`src/rtl/coin_pkg.sv`:
```
// Shared coin encodings, debounce state type and default sizing for the
// coin acceptor.
package coin_pkg;

  typedef enum logic [1:0] {
    COIN_NONE = 2'd0,
    NICKLE    = 2'd1,
    DIME      = 2'd2,
    QUARTER   = 2'd3
  } coin_t;

  typedef enum logic [1:0] {
    IDLE,
    RISE_WAIT,
    HIGH,
    FALL_WAIT
  } deb_state_t;

  localparam int DEFAULT_DEBOUNCE_CYCLES = 16;
  localparam int DEFAULT_FIFO_DEPTH      = 4;

endpackage

```
`src/rtl/coin_debounce.sv`:
```
// One coin chute: 2-flop synchronizer feeding a debounce FSM that raises a
// single-cycle event on each accepted rising level.
module coin_debounce
  import coin_pkg::*;
#(
  parameter int DEBOUNCE_CYCLES = DEFAULT_DEBOUNCE_CYCLES
) (
  input  logic clk,
  input  logic rst,
  input  logic raw,
  output logic coin_event
);

  localparam logic [7:0] LAST = 8'(DEBOUNCE_CYCLES - 1);

  logic       meta;
  logic       level;
  deb_state_t state;
  deb_state_t state_next;
  logic [7:0] cnt;
  logic [7:0] cnt_next;

  // NOTE: sequential state uses non-blocking assignments so every flop
  // samples the values from before the edge.
  always_ff @(posedge clk or posedge rst) begin
    if (rst) begin
      meta  <= 1'b0;
      level <= 1'b0;
      state <= IDLE;
      cnt   <= '0;
    end else begin
      meta  <= raw;
      level <= meta;
      state <= state_next;
      cnt   <= cnt_next;
    end
  end

  // NOTE: every output of this block gets a default first, so no path can
  // leave one unassigned and infer a latch.
  always_comb begin
    state_next = state;
    cnt_next   = cnt;
    coin_event = 1'b0;
    case (state)
      IDLE: begin
        if (level) begin
          state_next = RISE_WAIT;
          cnt_next   = '0;
        end
      end
      RISE_WAIT: begin
        if (!level) begin
          state_next = IDLE;
        end else if (cnt == LAST) begin
          state_next = HIGH;
          coin_event = 1'b1;
        end else begin
          cnt_next = cnt + 8'd1;
        end
      end
      HIGH: begin
        if (!level) begin
          state_next = FALL_WAIT;
          cnt_next   = '0;
        end
      end
      FALL_WAIT: begin
        if (level) begin
          state_next = HIGH;
        end else if (cnt == LAST) begin
          state_next = IDLE;
        end else begin
          cnt_next = cnt + 8'd1;
        end
      end
      default: state_next = IDLE;
    endcase
  end

endmodule

```
`src/rtl/coin_acceptor.sv`:
```
// Three debounced coin chutes arbitrated into an in-order coin FIFO that
// is drained one coin per cycle whenever the vending FSM is ready.
module coin_acceptor
  import coin_pkg::*;
#(
  parameter int DEBOUNCE_CYCLES = DEFAULT_DEBOUNCE_CYCLES,
  parameter int FIFO_DEPTH      = DEFAULT_FIFO_DEPTH
) (
  input  logic                          i_clk,
  input  logic                          i_rst,
  input  logic                          i_nickle_raw,
  input  logic                          i_dime_raw,
  input  logic                          i_quarter_raw,
  input  logic                          i_ready,
  output logic                          o_nickle,
  output logic                          o_dime,
  output logic                          o_quarter,
  output logic                          o_reject,
  output logic                          o_full,
  output logic [$clog2(FIFO_DEPTH):0]   o_count
);

  localparam int PW = $clog2(FIFO_DEPTH);
  typedef logic [PW:0] count_t;
  localparam count_t FULL_COUNT = count_t'(FIFO_DEPTH);

  logic [2:0]    ev;  // {quarter, dime, nickel}
  coin_t         ev_coin;
  coin_t         head;
  logic          single;
  logic          multi;
  logic          pop;
  logic          push;
  logic          reject;
  coin_t         mem [FIFO_DEPTH];
  logic [PW-1:0] wr_ptr;
  logic [PW-1:0] rd_ptr;

  coin_debounce #(.DEBOUNCE_CYCLES(DEBOUNCE_CYCLES)) u_nickle (
    .clk(i_clk), .rst(i_rst), .raw(i_nickle_raw), .coin_event(ev[0])
  );
  coin_debounce #(.DEBOUNCE_CYCLES(DEBOUNCE_CYCLES)) u_dime (
    .clk(i_clk), .rst(i_rst), .raw(i_dime_raw), .coin_event(ev[1])
  );
  coin_debounce #(.DEBOUNCE_CYCLES(DEBOUNCE_CYCLES)) u_quarter (
    .clk(i_clk), .rst(i_rst), .raw(i_quarter_raw), .coin_event(ev[2])
  );

  always_comb begin
    ev_coin = COIN_NONE;
    case (ev)
      3'b001:  ev_coin = NICKLE;
      3'b010:  ev_coin = DIME;
      3'b100:  ev_coin = QUARTER;
      default: ev_coin = COIN_NONE;
    endcase
  end

  // Simultaneous events indicate a chute fault and are all discarded.
  assign multi  = (ev[0] & ev[1]) | (ev[0] & ev[2]) | (ev[1] & ev[2]);
  assign single = (ev_coin != COIN_NONE);
  assign o_full = (o_count == FULL_COUNT);
  assign pop    = (o_count != '0) && i_ready;
  assign push   = single && (!o_full || pop);
  assign reject = multi || (single && o_full && !pop);
  assign head   = mem[rd_ptr];

  // NOTE: the storage array has no reset; pointers and count alone decide
  // which entries are valid.
  always_ff @(posedge i_clk) begin
    if (push) mem[wr_ptr] <= ev_coin;
  end

  always_ff @(posedge i_clk or posedge i_rst) begin
    if (i_rst) begin
      wr_ptr    <= '0;
      rd_ptr    <= '0;
      o_count   <= '0;
      o_nickle  <= 1'b0;
      o_dime    <= 1'b0;
      o_quarter <= 1'b0;
      o_reject  <= 1'b0;
    end else begin
      if (push) wr_ptr <= wr_ptr + 1'b1;
      if (pop)  rd_ptr <= rd_ptr + 1'b1;
      case ({push, pop})
        2'b10:   o_count <= o_count + 1'b1;
        2'b01:   o_count <= o_count - 1'b1;
        default: o_count <= o_count;
      endcase
      o_nickle  <= pop && (head == NICKLE);
      o_dime    <= pop && (head == DIME);
      o_quarter <= pop && (head == QUARTER);
      o_reject  <= reject;
    end
  end

endmodule
```
`config.mk`:
```
export PLATFORM = sky130hd
export DESIGN_NAME = coin_acceptor
export DESIGN_NICKNAME = d
export VERILOG_FILES = /design/src/rtl/coin_pkg.sv /design/src/rtl/coin_debounce.sv /design/src/rtl/coin_acceptor.sv
export SDC_FILE = /design/constraint.sdc
export NUM_CORES = 1
export LEC_CHECK = 0
export CORE_MARGIN = 3
export CORE_UTILIZATION = 59
export DETAILED_ROUTE_END_ITERATION = 6
export PLACE_DENSITY = 0.79
export SYNTH_ARGS = -nofsm -noshare
export SYNTH_HDL_FRONTEND = slang
export SYNTH_SLANG_ARGS = --single-unit
```
`constraint.sdc`:
```
create_clock -name i_clk -period 3.5 [get_ports i_clk]
set_input_delay 0.7 -clock i_clk [delete_from_list [all_inputs] [get_ports i_clk]]
set_output_delay 0.7 -clock i_clk [all_outputs]
set_load 0.03 [all_outputs]
```
# After elaboration in Yosys (flattened, before gate mapping)

Memories as Yosys holds them, arrays and structs flattened.
Index checks and enable logic that the tools add are counted.

Input bits: 6
Bits in registers: 47
Bits in writable memories: 8
Memory bits (read-only): 0
Bits in latches: 0
Logic and storage cells: 146
Memories: 1

Memory list:

| name | depth | bits a word | read ports | clocked after memory_dff | write ports | RTL line            | text |
|---|---|---|---|---|---|---|---|
| mem  | 4     | 2           | 1          | 0                        | 1           | coin_acceptor.sv:35 | `coin_t mem [FIFO_DEPTH];` |

Bitwise logic cells: 5
Divide/modulo/power cells: 0
Equal/unequal tests: 39
Add/subtract/negate cells: 7
Shift operators: 0
Multiplexer cells: 52
Reduce and logical (&&, ||, !) cells: 23
Multiply operators: 0
Order comparisons: 0

Operator list:

| kind                | count |
|---|---|
| $mux 8              | 15 |
| $pmux 8 s4          | 3 |
| $mux 2              | 18 |
| $add 8x1->8 const B | 3 |
| $eq 8x4->1 const B  | 3 |
| $pmux 2 s4          | 3 |
| $reduce_and 4->1    | 6 |
| $eq 2x2->1 const B  | 9 |
| $ne 2x1->1 const B  | 6 |
| $ne 2x2->1 const B  | 6 |
| $mux 1              | 11 |
| $eq 2x1->1 const B  | 5 |
| $ne 3x1->1 const B  | 3 |
| $ne 3x3->1 const B  | 3 |
| $logic_and 1x1->1   | 7 |
| $eq 3x3->1 const B  | 2 |
| $logic_not 2->1     | 3 |
| $pmux 2 s3          | 1 |
| $pmux 3 s2          | 1 |
| $add 2x1->2 const B | 2 |
| $reduce_bool 2->1   | 2 |
| $add 3x1->3 const B | 1 |
| $and 1x1->1         | 3 |
| $eq 3x1->1 const B  | 1 |
| 6 further kinds     | 9 |

# Longest topological paths before layout

Gate-level depths: netlist of run 1.

Depth in word-level cells: 10
Mapped depth: 12
Mapped depth without buffers: 11

# Modules after synthesis

From an unflattened synthesis of run 1, not the netlist that was laid out.

Cells, all modules: 261
Area, all modules: 2,866.5 sq um

By module, submodules not included:

| module                     | seq. area each (sq um) | area each (sq um) | cells an instance | times used |
|---|---|---|---|---|
| coin_debounce (u_dime ...) | 300.3                  | 658.1             | 65                | 2 |
| coin_acceptor              | 515.5                  | 895.9             | 66                | 1 |
| coin_debounce (u_quarter)  | 300.3                  | 654.4             | 65                | 1 |

# Worst setup path before layout of run 1

Ideal clock, no wire load.

Path type: reg-to-reg
From: register u_quarter.cnt[0]
To: register o_count[2]
Arrival: 2,525 ps
Path slack: 894 ps
Stages on the path, launching flop included: 13
Cells stage by stage: dfrtp_1 ha_1 nand4bb_1 or4_1 buf_6 xnor2_4 o21ai_4 nor2_1 fa_1 inv_1 o2111ai_1 o41ai_1 xor2_1

Longest elaborated chain between the ends: 10
Elaborated cells between the ends (all ways): 14
Classes of those cells: 6 x eq/ne; 5 x mux; 3 x reduce/logical

Ends and longest elaborated chain:

| what                                                   | RTL line            | text |
|---|---|---|
| start: declaration                                     | coin_debounce.sv:20 | `logic [7:0] cnt;` |
| start signal: assignment                               | coin_debounce.sv:35 | `cnt <= cnt_next;` |
| $eq 8x4->1 *                                           | coin_debounce.sv:55 | `end else if (cnt == LAST) begin` |
| $mux 1 *                                               | coin_debounce.sv:55 |  |
| $mux 1 *                                               | coin_debounce.sv:53 | `if (!level) begin` |
| $mux 1 *                                               | coin_debounce.sv:45 | `case (state)` |
| $eq 3x3->1, or another cell as far along               | coin_acceptor.sv:51 | `case (ev)` |
| $pmux 2 s3 *                                           | coin_acceptor.sv:51 |  |
| $reduce_bool 2->1 *                                    | coin_acceptor.sv:61 | `assign single = (ev_coin != COIN_NONE);` |
| $logic_and 1x1->1 *                                    | coin_acceptor.sv:64 | `assign push = single && (!o_full \|\| pop);` |
| $eq 2x1->1 / $eq 2x2->1 (equally long branches)        | coin_acceptor.sv:86 | `case ({push, pop})` |
| $pmux 3 s2 / $reduce_bool 2->1 (equally long branches) | n/a                 |  |
| end signal: assignment                                 | coin_acceptor.sv:87 | `2'b10: o_count <= o_count + 1'b1;` |
| end signal: assignment                                 | coin_acceptor.sv:88 | `2'b01: o_count <= o_count - 1'b1;` |
| end signal: assignment                                 | coin_acceptor.sv:89 | `default: o_count <= o_count;` |
| end: declaration                                       | coin_acceptor.sv:20 | `output logic [$clog2(FIFO_DEPTH):0] o_count` |

Mark *: on every way between the ends. The rest lies on a longest branch, timed or not.
A chain may end at the register's enable or synchronous reset.

# Final worst setup path of run 1

Same ends and word-level chain as after synthesis.

==> results.toml, run 1 <==
[run_status]
status = "finished, final reports clean"

[synthesis]
avgSynthCellArea_sq_um = 12.1
ys_async_sr_fraction_pct = 85.5
synth_nets = 228
synth.most_common_cell = "dfrtp_1"
yosys.area_share.simple_pct = 18.9
ys_top_cells_by_count = "dfrtp_1, nor2_1, xor2_1, nand2_1, nand4_1"
synth_top_family_by_area = "simple AND/OR/NAND/NOR gates"
ys_ff_latch = 55
synth_cells = 214
synth-compound-area-share_pct = 4.32
syn-cell-area_sq_um = 2580
synth_area_leader_cell = "dfrtp_1"
synth-xor-area-share_pct = 10.6
ys.flop_type = "dfrtp_1"
ys_types = 44
synth_top_area_share_pct = 45.6
synth_mux_area_share_pct = 5.09
synthAdderAreaFrac_pct = 4.17
synthTopCellsByArea = "dfrtp_1, edfxtp_1, xor2_1, nor2_1, ha_1"
ys_warn_count = 0
synth_edf_count = 8
ys_seq_area_share_pct = 54.9

[clocking]
cts_setup_buffers = 0
htreeDepth = 2
cts_root_buf = "clkbuf_8"
clk_latency_ns = 0.31
clk_path_buf_depth = 2
clkTransAtPathRegs_ns = 0.09
clock_sinks = 55
cts_tree = "yes"
ctsResizeCount = 0
numCtsBuffers = 5
cts_hold_buf = 0

[timing]
max_freq_mhz = 330
holdWs_ns = 0.355
clock_skew_ns = 0.00427
tightest_slew_ns = 1.09
setup_viol = 0
hold_viol = 0
period_needed_ns = 3.03
drv_slew = 0
max-slew-margin-rel_pct = 26.8
fin_crit_sh_pct = 86.6
tns_ns = 0
rsz0062_at_grt = "no"

[layout]
seqCellArea_sq_um = 1420
multi_input_area_sq_um = 1110
final_layout_size_suffix_gt1_share_pct = 9.05
n_antenna_cell = 0
stdcell_area_sq_um = 2870
n_fill_cell = 288
area_growth_pct = 11.3
nNetsFinal = 245
postLayoutCoreUtil_pct = 69.8

[route]
antenna_left = 0
viasPerCell = 5.73
drt-total-wl_um = 4200
drt-pass1-iter-count = 4
drt_iter0_drc = 58
drc = 0
vias = 1616
wl_per_cell_um = 14.9

[floorplan]
core_sq_um = 4120
die_x_um = 72.1
row_count = 23
die_h_um = 72.1
die-area_sq_um = 5200
start_util_pct = 62.7
ios = 14

[grt]
grt_pass1_wl_um = 7250
grt_start_max_net_pins = 33
met1_usage_pct = 21.6
met2_usage_pct = 30.3
gr-total-overflow = 0
grt.busiest_layer = "met2"
track_usage_pct = 17.9
met3_usage_pct = 5.12
antenna_found_initial = 0
grt_pass1_vias = 1622

[power]
seqPwrFrac_pct = 51.9
pwr-share-clk_pct = 29.0
power_switching_share_pct = 28.7
vdd_drop_max_v = 0.000297
p_int_uw = 1070
p_comb_share_pct = 19.1
p_per_area_nw_per_um2 = 521
p_switching_uw = 430
total_power_uw = 1500
leakagePower_uw = 0.00132

[setup_path]
critPathCaptureType = "flop"
rr_worst_depth = 11
worstPathArrival_ns = 3.27
r2r_end = "o_count[2]$_DFFE_PP0P_"
path_max_fanout = 8
path_class = "flop to flop"
cp-start-kind = "flop"
required_ns = 3.74
r2r_setup_slack_ns = 0.47
r2r_start = "u_quarter.cnt[0]$_DFFE_PP0P_"

[placed_design]
gp_congestion = 0.844
hpwl_um = 3060
io_buffers = 13
postPlaceCellArea_sq_um = 2750

[min_path]
min-delay-start = "u_quarter.meta$_DFF_PP0_"
worstHoldPathType = "flop to flop"
hold_path_depth = 0
holdPathEnd = "u_quarter.level$_DFF_PP0_"

[flow_run]
maxCapViolCount = 0
[power groups by stage]
stage | Sequential [uW] | Combinational (uW) | Clock [uW]
after floorplan | 825 | 140 | 0
after global placement | 782 | 274 | 0
after detailed placement | 790 | 289 | 0
after CTS | 777 | 290 | 440
after global routing | 787 | 312 | 465
final | 776 | 286 | 433
[flip-flops by register name, summed over array words and instances (netlist names), named ones only]
register	cells
o_reject	1
rd_ptr	2
o_count	3
o_nickle	1
u_quarter.state	1
u_nickle.cnt	8
u_nickle.meta	1
o_dime	1
u_dime.state	1
mem	8
u_dime.level	1
u_quarter.cnt	8
o_quarter	1
u_quarter.meta	1
u_quarter.level	1
u_dime.cnt	8
u_nickle.state	1
u_dime.meta	1
u_nickle.level	1
wr_ptr	2
[worst max-delay path by stage]
stage                     slack [ns]                         start                endpoint  depth (start not counted)
after detailed placement        0.51  u_quarter.cnt[0]$_DFFE_PP0P_  o_count[2]$_DFFE_PP0P_                         11
after floorplan                 0.89  u_quarter.cnt[0]$_DFFE_PP0P_  o_count[2]$_DFFE_PP0P_                         12
after global placement          0.69  u_quarter.cnt[0]$_DFFE_PP0P_  o_count[2]$_DFFE_PP0P_                         11
after global routing            0.29  u_quarter.cnt[0]$_DFFE_PP0P_  o_count[2]$_DFFE_PP0P_                         11
final                           0.47  u_quarter.cnt[0]$_DFFE_PP0P_  o_count[2]$_DFFE_PP0P_                         11
after CTS                       0.49  u_quarter.cnt[0]$_DFFE_PP0P_  o_count[2]$_DFFE_PP0P_                         11
[routing by layer]
| layer | routed length (um) | up-vias |
|---|---|---|
| li1 | - | 777 |
| met1 | 1840 | 805 |
| met3 | 172 | 6 |
| met5 | 0 | - |
| met4 | 57 | 0 |
| met2 | 2130 | 28 |
[worst max-delay path, stage by stage (launching register included)]
cell	delay, ns
dfrtp_1	0.40
ha_1	0.26
nand4bb_1	0.14
or4_1	0.73
xnor2_4	0.24
o21ai_4	0.23
nor2_1	0.09
fa_1	0.39
inv_1	0.08
o2111ai_1	0.11
o41ai_1	0.12
xor2_1	0.17
[cells by family after synthesis]
kind of cell | after synthesis
AO/OA/AOI/OAI | 15
XOR/XNOR | 29
adder cells (fa/ha/maj) | 8
buffers and inverters | 11
flip-flops | 55
multiplexers | 10
AND/OR/NAND/NOR | 86
[final cells by class]
| type | instances | share of cell area [%] |
|---|---|---|
| clock buffers | 6 | 2.88 |
| clock inverters | 2 | 1.22 |
| inverters | 7 | 0.915 |
| multi-input cells | 148 | 38.7 |
| flip-flops and latches | 55 | 49.3 |
| well taps | 50 | 2.18 |
| repair buffers | 14 | 4.79 |
[layout by cell type (no fill, tap or decap), types with 2 or more instances in the layout]
cell type         n
a22o_1            3
nand3_1           5
mux4_2            2
nor3_1            2
nand2b_1          2
ha_1              7
and4bb_1          3
and2_1            2
clkbuf_8          6
and3_1            9
mux2i_1           3
clkdlybuf4s50_1  13
xnor2_1           9
o21ai_0           3
a21oi_1           3
nor2_1           29
mux2_2            4
edfxtp_1          8
dfrtp_1          47
nand4_1          10
xor2_1           19
inv_1             6
nand2_1          13
[metrics by stage]
stage / std cells / setup slack, ns
after floorplan: 214 / 0.894
after global placement: 274 / 0.691
after detailed placement: 274 / 0.513
after CTS: 282 / 0.492
after global routing: 282 / 0.288
final: 282 / 0.468
(Power assumes the default switching activity.)
==> inputs of run 2 (changes only) <==
- CORE_UTILIZATION: 59 -> 36
- PLACE_DENSITY: 0.79 -> not set
==> run 2 against run 1 <==
Design area is 0.57% higher. Sequential share of layout area is 0.28 points lower. Global-route usage is 6.4 points lower. First-iteration DRC count is 72% higher. Register-to-register slack hardly changed. Cell count is 16% higher. Clock power is 23% lower. Clock skew is 0.0039 ns higher. Combinational power hardly changed. Flip-flop and latch count stayed put. Largest cell class unchanged. Largest power group unchanged.
==> results.toml, run 2 (synthesis gave the netlist of run 1 again) <==
[run_status]
status = "finished, final reports clean"

[setup_path]
crit_end = "o_count[2]$_DFFE_PP0P_"
r2r_start = "u_quarter.cnt[0]$_DFFE_PP0P_"
worstPathArrival_ns = 3.25
path_class = "flop to flop"
crit_path_start = "u_quarter.cnt[0]$_DFFE_PP0P_"
worstPathCellList = "ha_1, nand4bb_1, or4_1, xnor2_4, o21ai_4, nor2_1, fa_1, inv_1, o2111ai_1, o41ai_1, xor2_1"
crit_slowest_cell = "or4_1"
required_ns = 3.74
cp-start-kind = "flop"
critPathCaptureType = "flop"
r2r_end = "o_count[2]$_DFFE_PP0P_"
rr_worst_depth = 11
cpPeakStageDelay_ns = 0.73
path_max_fanout = 8
r2r_setup_slack_ns = 0.48

[clocking]
cts_setup_buffers = 0
htreeDepth = 2
cts_root_buf = "clkbuf_8"
ctsResizeCount = 0
clk_path_buf_depth = 2
numCtsBuffers = 5
clkTransAtPathRegs_ns = 0.09
clk_latency_ns = 0.30
cts_hold_buf = 0
clock_sinks = 55
cts_tree = "yes"

[power]
leakagePower_uw = 0.00129
vdd_drop_max_v = 0.000162
power_switching_share_pct = 30.5
p_comb_share_pct = 20.5
pwr-share-clk_pct = 24.0
seqPwrFrac_pct = 55.5
p_per_area_nw_per_um2 = 483
p_switching_uw = 426
p_int_uw = 969

[layout]
final_cell_mix = "dfrtp_1, nor2_1, xor2_1, nand2_1, clkdlybuf4s50_1"
final_common_cell = "dfrtp_1"
n_antenna_cell = 0
final_layout_size_suffix_gt1_share_pct = 8.23
final_cells = 327
n_fill_cell = 657
area_growth_pct = 11.9
nNetsFinal = 244

[timing]
setup_viol = 0
period_needed_ns = 3.02
fin_crit_sh_pct = 86.2
max-slew-margin-rel_pct = 35.5
tns_ns = 0
clock_skew_ns = 0.00817
drv_slew = 0
hold_viol = 0
rsz0062_at_grt = "no"
tightest_slew_ns = 0.966
max_freq_mhz = 331
holdWs_ns = 0.355

[flow_run]
maxCapViolCount = 0

[route]
drt_iter0_drc = 100
viasPerCell = 4.72
antenna_left = 0
vias = 1544
drt-total-wl_um = 4180
drc = 0
wl_per_cell_um = 12.8
drt-pass1-iter-count = 4

[placed_design]
hpwl_um = 2950
place_inst = 319
gp_congestion = 0.800
io_buffers = 13

[grt]
grt_start_max_net_pins = 48
grt_pass1_vias = 1648
antenna_found_initial = 0
grt_pass1_wl_um = 7590
track_usage_pct = 11.5
gr-total-overflow = 0

[floorplan]
die_h_um = 90.7
die-area_sq_um = 8220
core_sq_um = 6870
row_count = 30
die_x_um = 90.7
start_util_pct = 37.6
ios = 14

[min_path]
worstHoldPathType = "flop to flop"
-- run 2: stage by stage --
stage               area (sq um)  utilization, %  setup slack (ns)  power [uW]
finish                      2890            42.0             0.483        1400
global route                2890            42.0             0.278        1480
CTS                         2890            42.0             0.460        1420
detailed placement          2800            40.8             0.534        1080
global placement            2800            40.8             0.657        1070
floorplan                   2580               -             0.894         966
-- run 2: final cells by class --
type	instances	area [sq um]	share of cell area, %
clock inverters	3	15.0	0.520
well taps	96	120	4.16
repair buffers	13	130	4.51
flip-flops and latches	55	1420	49.0
clock buffers	5	68.8	2.38
multi-input cells	148	1110	38.5
inverters	7	26.3	0.910
-- run 2: how the worst min path moves through the flow --
stage	to	start	slack (ns)	cells past startpoint
global placement	u_dime.level$_DFF_PP0_	u_dime.meta$_DFF_PP0_	0.34	0
finish	u_dime.level$_DFF_PP0_	u_dime.meta$_DFF_PP0_	0.36	0
CTS	u_dime.level$_DFF_PP0_	u_dime.meta$_DFF_PP0_	0.36	0
detailed placement	u_dime.level$_DFF_PP0_	u_dime.meta$_DFF_PP0_	0.33	0
floorplan	u_dime.level$_DFF_PP0_	u_dime.meta$_DFF_PP0_	0.33	0
global route	u_quarter.level$_DFF_PP0_	u_quarter.meta$_DFF_PP0_	0.38	0
-- run 2: power by group through the flow --
stage,Combinational [uW],Sequential [uW],Clock (uW)
floorplan,140,825,0
global placement,279,787,0
detailed placement,288,789,0
CTS,291,776,351
global route,316,788,380
finish,286,774,335
-- run 2: worst max-delay path, delay by kind of cell (launching register included) --
kind	cells	cell delay [ns]
and+or+nand+nor	3	0.97
adders and majority gates	2	0.62
AOI/OAI and AO/OA	3	0.46
xor gates and xnor gates	2	0.41
DFF	1	0.38
buffers and inverters	1	0.10
-- run 2: layer usage --
layer	routed length (um)	part of all wire [%]	vias to the layer above	global-route usage [%]
met4	57	1.4	0	4.34
li1	-	-	781	-
met5	0	0	-	0
met1	1950	47	736	14.8
met3	123	2.9	9	2.83
met2	2050	49	18	18.7
==> inputs of run 3 (changes only) <==
- CTS_CLUSTER_SIZE: not set -> 10
==> results of run 3 <==
Final layout, timing and power as in run 2 (identical DEF).
